`config.mk`:
```
export PLATFORM = sky130hd
export DESIGN_NAME = rd_empty_ctrl
export DESIGN_NICKNAME = d
export VERILOG_FILES = /design/src/rtl/rd_empty_ctrl.sv
export SDC_FILE = /design/constraint.sdc
export NUM_CORES = 1
export LEC_CHECK = 0
export CAP_MARGIN = 20
export CORE_MARGIN = 2
export CORE_UTILIZATION = 45
export DETAILED_ROUTE_END_ITERATION = 8
export PLACE_DENSITY = 0.72
export RECOVER_POWER = 100
export SKIP_CTS_REPAIR_TIMING = 1
export SLEW_MARGIN = 15
export SYNTH_ARGS = -nofsm -noshare
export SYNTH_HDL_FRONTEND = slang
export SYNTH_SLANG_ARGS = --single-unit
```
`constraint.sdc`:
```
create_clock -name rd_clk -period 3 [get_ports rd_clk]
set_clock_uncertainty 0.2 [all_clocks]
set_input_delay 0.75 -clock rd_clk [delete_from_list [all_inputs] [get_ports rd_clk]]
set_output_delay 0.75 -clock rd_clk [all_outputs]
set_load 0.01 [all_outputs]
```
`src/rtl/rd_empty_ctrl.sv`:
```
`default_nettype none
// ============================================================================
// Module      : rd_empty_ctrl
// Description : Read-side pointer and status controller for an asynchronous
//               FIFO.
//
//               The block brings the Gray-coded write pointer into the read
//               clock domain through a two-flop synchroniser. It keeps the
//               binary and Gray read pointers, and it produces registered
//               empty, almost-empty, occupancy and sticky underflow flags.
//
// Parameters  : ADDR_SIZE  - log2 of the FIFO depth; pointers are
//                            ADDR_SIZE+1 bits wide.
//               AE_THRESH  - almost-empty threshold in entries
//                            (0 .. 2^ADDR_SIZE-1).
//
// Ports       : rd_clk          in   read-domain clock (rising edge)
//               rd_rst          in   asynchronous active-high reset
//               rd_inc          in   read request (ignored while empty)
//               rd_uf_clr       in   synchronous clear of rd_underflow
//               wr_ptr          in   Gray write pointer (write clock domain)
//               rd_addr         out  binary RAM read address
//               rd_ptr          out  registered Gray read pointer
//               rd_empty        out  registered empty flag
//               rd_almost_empty out  registered occupancy <= AE_THRESH
//               rd_count        out  registered occupancy, 0 .. 2^ADDR_SIZE
//               rd_underflow    out  sticky flag for a read while empty
//
// Revision    : 1.0 - initial release
// ============================================================================
module rd_empty_ctrl #(
  parameter int ADDR_SIZE = 4,
  parameter int AE_THRESH = 2
) (
  input  logic                 rd_clk,
  input  logic                 rd_rst,
  input  logic                 rd_inc,
  input  logic                 rd_uf_clr,
  input  logic [ADDR_SIZE:0]   wr_ptr,
  output logic [ADDR_SIZE-1:0] rd_addr,
  output logic [ADDR_SIZE:0]   rd_ptr,
  output logic                 rd_empty,
  output logic                 rd_almost_empty,
  output logic [ADDR_SIZE:0]   rd_count,
  output logic                 rd_underflow
);

  localparam logic [ADDR_SIZE:0] C_AE_THRESH = (ADDR_SIZE + 1)'(AE_THRESH);

  // --------------------------------------------------------------------------
  // Registers
  // --------------------------------------------------------------------------
  logic [ADDR_SIZE:0] r_q1_wptr;   // first synchroniser stage; metastable
  logic [ADDR_SIZE:0] r_q2_wptr;   // second synchroniser stage; safe to use
  logic [ADDR_SIZE:0] r_bin;       // binary read pointer
  logic [ADDR_SIZE:0] r_ptr;       // Gray read pointer
  logic               r_empty;
  logic               r_almost_empty;
  logic [ADDR_SIZE:0] r_count;
  logic               r_underflow;

  // --------------------------------------------------------------------------
  // Combinational next-state
  // --------------------------------------------------------------------------
  logic               w_accept;
  logic [ADDR_SIZE:0] w_bin_next;
  logic [ADDR_SIZE:0] w_gray_next;
  logic [ADDR_SIZE:0] w_wbin_sync;
  logic [ADDR_SIZE:0] w_count_next;
  logic               w_empty_next;
  logic               w_almost_empty_next;
  logic               w_underflow_set;

  // A read is honoured only against the registered empty flag. This keeps
  // the accepted read independent of the write pointer in the same cycle.
  assign w_accept        = rd_inc & ~r_empty;
  assign w_underflow_set = rd_inc & r_empty;

  // The pointer wraps naturally at 2^(ADDR_SIZE+1). The extra MSB tells a
  // full FIFO apart from an empty one.
  assign w_bin_next  = r_bin + {{ADDR_SIZE{1'b0}}, w_accept};
  assign w_gray_next = (w_bin_next >> 1) ^ w_bin_next;

  // Gray-to-binary conversion of the synchronised write pointer. Each binary
  // bit is the parity of the Gray bits from the MSB down to that position.
  for (genvar i = 0; i <= ADDR_SIZE; i++) begin : g_gray2bin
    assign w_wbin_sync[i] = ^r_q2_wptr[ADDR_SIZE:i];
  end

  // Modular subtraction gives the occupancy directly. A full FIFO (MSB
  // differs, lower bits equal) comes out as exactly 2^ADDR_SIZE.
  assign w_count_next        = w_wbin_sync - w_bin_next;
  assign w_empty_next        = (w_gray_next == r_q2_wptr);
  assign w_almost_empty_next = (w_count_next <= C_AE_THRESH);

  // --------------------------------------------------------------------------
  // Write-pointer synchroniser
  // --------------------------------------------------------------------------
  always_ff @(posedge rd_clk or posedge rd_rst) begin
    if (rd_rst) begin
      r_q1_wptr <= '0;
      r_q2_wptr <= '0;
    end else begin
      r_q1_wptr <= wr_ptr;
      r_q2_wptr <= r_q1_wptr;
    end
  end

  // --------------------------------------------------------------------------
  // Read pointer and status flags
  // --------------------------------------------------------------------------
  always_ff @(posedge rd_clk or posedge rd_rst) begin
    if (rd_rst) begin
      r_bin          <= '0;
      r_ptr          <= '0;
      r_empty        <= 1'b1;
      r_almost_empty <= 1'b1;
      r_count        <= '0;
      r_underflow    <= 1'b0;
    end else begin
      r_bin          <= w_bin_next;
      r_ptr          <= w_gray_next;
      r_empty        <= w_empty_next;
      r_almost_empty <= w_almost_empty_next;
      r_count        <= w_count_next;
      // A new underflow on the same edge as a clear must stay visible.
      if (w_underflow_set) begin
        r_underflow <= 1'b1;
      end else if (rd_uf_clr) begin
        r_underflow <= 1'b0;
      end
    end
  end

  // --------------------------------------------------------------------------
  // Outputs, all taken straight from registers
  // --------------------------------------------------------------------------
  assign rd_addr         = r_bin[ADDR_SIZE-1:0];
  assign rd_ptr          = r_ptr;
  assign rd_empty        = r_empty;
  assign rd_almost_empty = r_almost_empty;
  assign rd_count        = r_count;
  assign rd_underflow    = r_underflow;

endmodule
`default_nettype wire

```
==> results.cfg <==
[route]
detailroute.via_count = 788
drt_first_iter_violations = 8
ant_nets = 0
avgRoutedWirePerCell_um = 12.2
via_per_inst = 4.69
post-route-drc-count = 0
dr.pass1.iters = 4
wl_um = 2040

[global_routing]
antenna_found_initial = 0
grt_usage_pct = 13.8
grt_pass1_wl_um = 3370
grt_pass1_vias = 799
grt_max_degree = 28
gr-total-overflow = 0

[floorplan]
start_util_pct = 48.0
core_area_sq_um = 2500
die_w_um = 55.7
die_area_sq_um = 3100
core.rowCount = 18
die_h_um = 55.7
io_pins = 26

[final_layout]
nets = 154
fillers = 188
seqCellArea_sq_um = 678
postLayoutCellArea_sq_um = 1660
diodes = 0
multi_input_comb_area_sq_um = 514
syn_to_final_growth_pct = 38.1
final_layout_size_suffix_gt1_share_pct = 21.0

[setup_path]
required_ns = 3.04
rr_worst_depth = 8
rrSetupSlack_ns = 0.40
worst_setup_path_start_kind = primary input
path_class = primary input to flip-flop
endpoint_kind = flip-flop
rr_startpoint = r_q2_wptr[3]
r2r_end = rd_almost_empty
crit_fanout = 3
crit_arrival_ns = 2.76

[synthesis]
async_flop_share_pct = 100
syn-cell-area_sq_um = 1200
post-synth-top-count-cell = dfrtp_1
synth_nets = 108
synth_ff_type = dfrtp_1
synth_top_area_share_pct = 52.1
yosys_warnings = 0
synth_common_cells = dfrtp_1, xnor2_1, xor2_1
synth-seq-cells = 27
yosysUniqueCellTypes = 25
seq_area_frac_synth_pct = 56.5
synth-edff-count = 0
synth_top_cell_by_area = dfrtp_1
syn_avg_cell_area_sq_um = 12.9
synthCells = 93
synthTopCellsByArea = dfrtp_1, xnor2_1, xor2_1

[placement]
post-dp-hpwl_um = 1550
place.gp.congestion = 0.799
placed_area_sq_um = 1610
dp_slack_ns = -0.407
numPortBuffers = 25

[sta]
hold_viol = 0
max_freq_ghz = 0.368
finalCriticalPeriod_ns = 2.72
worst_pin_slew_ns = 1.36
final_max_slew_viol_count = 0
fin_ws_ns = 0.279
slew-limit-headroom_pct = 9.40
fin_crit_sh_pct = 90.7
setup_tns_ns = 0
rsz0062_at_grt = no
finalSetupViolations = 0

[worst_hold_path]
holdPathStages = 0
worstHoldPathType = flip-flop to flip-flop
whs_endpoint = r_q2_wptr[4]
timing.hold.worst.start = r_q1_wptr[4]

[power]
ir_worst_vdd_mv = 0.761
p_leak_nw = 0.749
powerDensity_nw_per_um2 = 1220

[run_status]
status = finished, final reports clean

[cts]
h-tree-depth = 1
cts_tree = built
clk_pin_slew_ns = 0.13
cts_buffers = 3
clockRootBuffer = clkbuf_4
cts_buffer_depth = 2
clk-insertion-delay-late_ns = 0.31
cts_sinks = 27

[flow_run]
cap_violations = 0
-- where the power goes --
group	total (W)	switching [W]	internal (W)	leakage [nW]
logic	0.00131	0.000603	0.000703	0.418
clock network	0.000148	0.0000963	0.0000519	0.0150
registers	0.000567	0.0000686	0.000498	0.315
total	0.00202	0.000768	0.00125	0.749
-- registers in the layout, summed over array words and instances, names as in the netlist --
| signal | flops |
|---|---|
| rd_count | 5 |
| r_q2_wptr | 5 |
| rd_ptr | 4 |
| r_bin | 5 |
| rd_almost_empty | 1 |
| r_q1_wptr | 5 |
| rd_empty | 1 |
| rd_underflow | 1 |
-- critical path, cell delays in order --
cell and delay (ns):
dlymetal6s2s_1 0.11, nor2b_1 0.24, ha_4 0.19, nand3_4 0.08
xor2_2 0.19, ha_4 0.28, a21oi_1 0.08, and3_1 0.18
or4_1 0.47, a32oi_2 0.19
-- placed cells by master, fill, tap and decap left out --
master / netlist / final
xnor2_1: 10 / 11
xor2_1: 10 / 10
maj3_2: 1 / 1
ha_1: 6 / 3
and3_1: 2 / 2
nor2_1: 3 / 3
a21oi_1: 2 / 2
nand3b_1: 1 / 1
clkbuf_4: 0 / 4
o31ai_1: 1 / 1
dlygate4sd3_1: 0 / 24
dfrtp_1: 25 / 25
buf_4: 0 / 13
dfstp_2: 2 / 2
nand2_1: 2 / 2
xor2_2: 0 / 1
xnor2_2: 3 / 2
nor3_1: 2 / 2
a32oi_2: 0 / 1
or4_1: 1 / 1
o21ai_0: 2 / 2
ha_2: 0 / 1
nor2b_1: 2 / 2
mux2i_1: 1 / 1
o21bai_2: 1 / 1
clkbuf_1: 1 / 4
inv_1: 9 / 9
nand3_4: 0 / 1
dlymetal6s2s_1: 0 / 1
nand3_1: 3 / 2
ha_4: 0 / 2
or3_1: 1 / 1
-- area by class of cell --
cell class                      count  area share, %
Tap cell                           30           2.26
Timing Repair Buffer               42           22.2
Sequential cell                    27           40.9
Inverter                            9           2.04
Multi-Input combinational cell     56           31.0
Clock buffer                        4           1.58
-- worst max path at each step --
stage          cells past startpoint         endpoint         start
6_report                          10  rd_almost_empty        rd_inc
5_1_grt                            8  rd_almost_empty  r_q2_wptr[3]
4_1_cts                           10  rd_almost_empty        rd_inc
3_5_place_dp                      10  rd_almost_empty        rd_inc
3_3_place_gp                      10  rd_almost_empty        rd_inc
2_1_floorplan                      9  rd_almost_empty        rd_inc
-- routing by layer --
layer	wire length, um	up-vias	GRT usage [%]
li1	-	392	-
met1	851	375	16.3
met2	1090	17	25.0
met3	68	4	2.79
met4	34	0	4.18
met5	0	-	0
-- through the flow --
stage                     hold slack (ns)  power, W  utilization, %  std cells
after global placement              0.132   0.00186            64.5        164
after floorplan                     0.131   0.00127               -         93
after detailed placement            0.137   0.00190            64.5        164
after CTS                           0.169   0.00206            65.6        168
final                               0.165   0.00202            66.4        168
after global routing                0.175   0.00220            66.4        168
-- cells by family (layout without fill, tap and decap cells) --
group	after synthesis	after routing	share of synthesized area, %
adders and majority gates	7	7	7.19
buffers and inverters	10	55	3.12
muxes	1	1	0.833
and+or+nand+nor	17	17	7.50
xor gates and xnor gates	24	24	20.9
DFF	27	27	56.5
AOI/OAI and AO/OA	7	7	3.96
No activity file was read; power rests on OpenSTA's default activity.
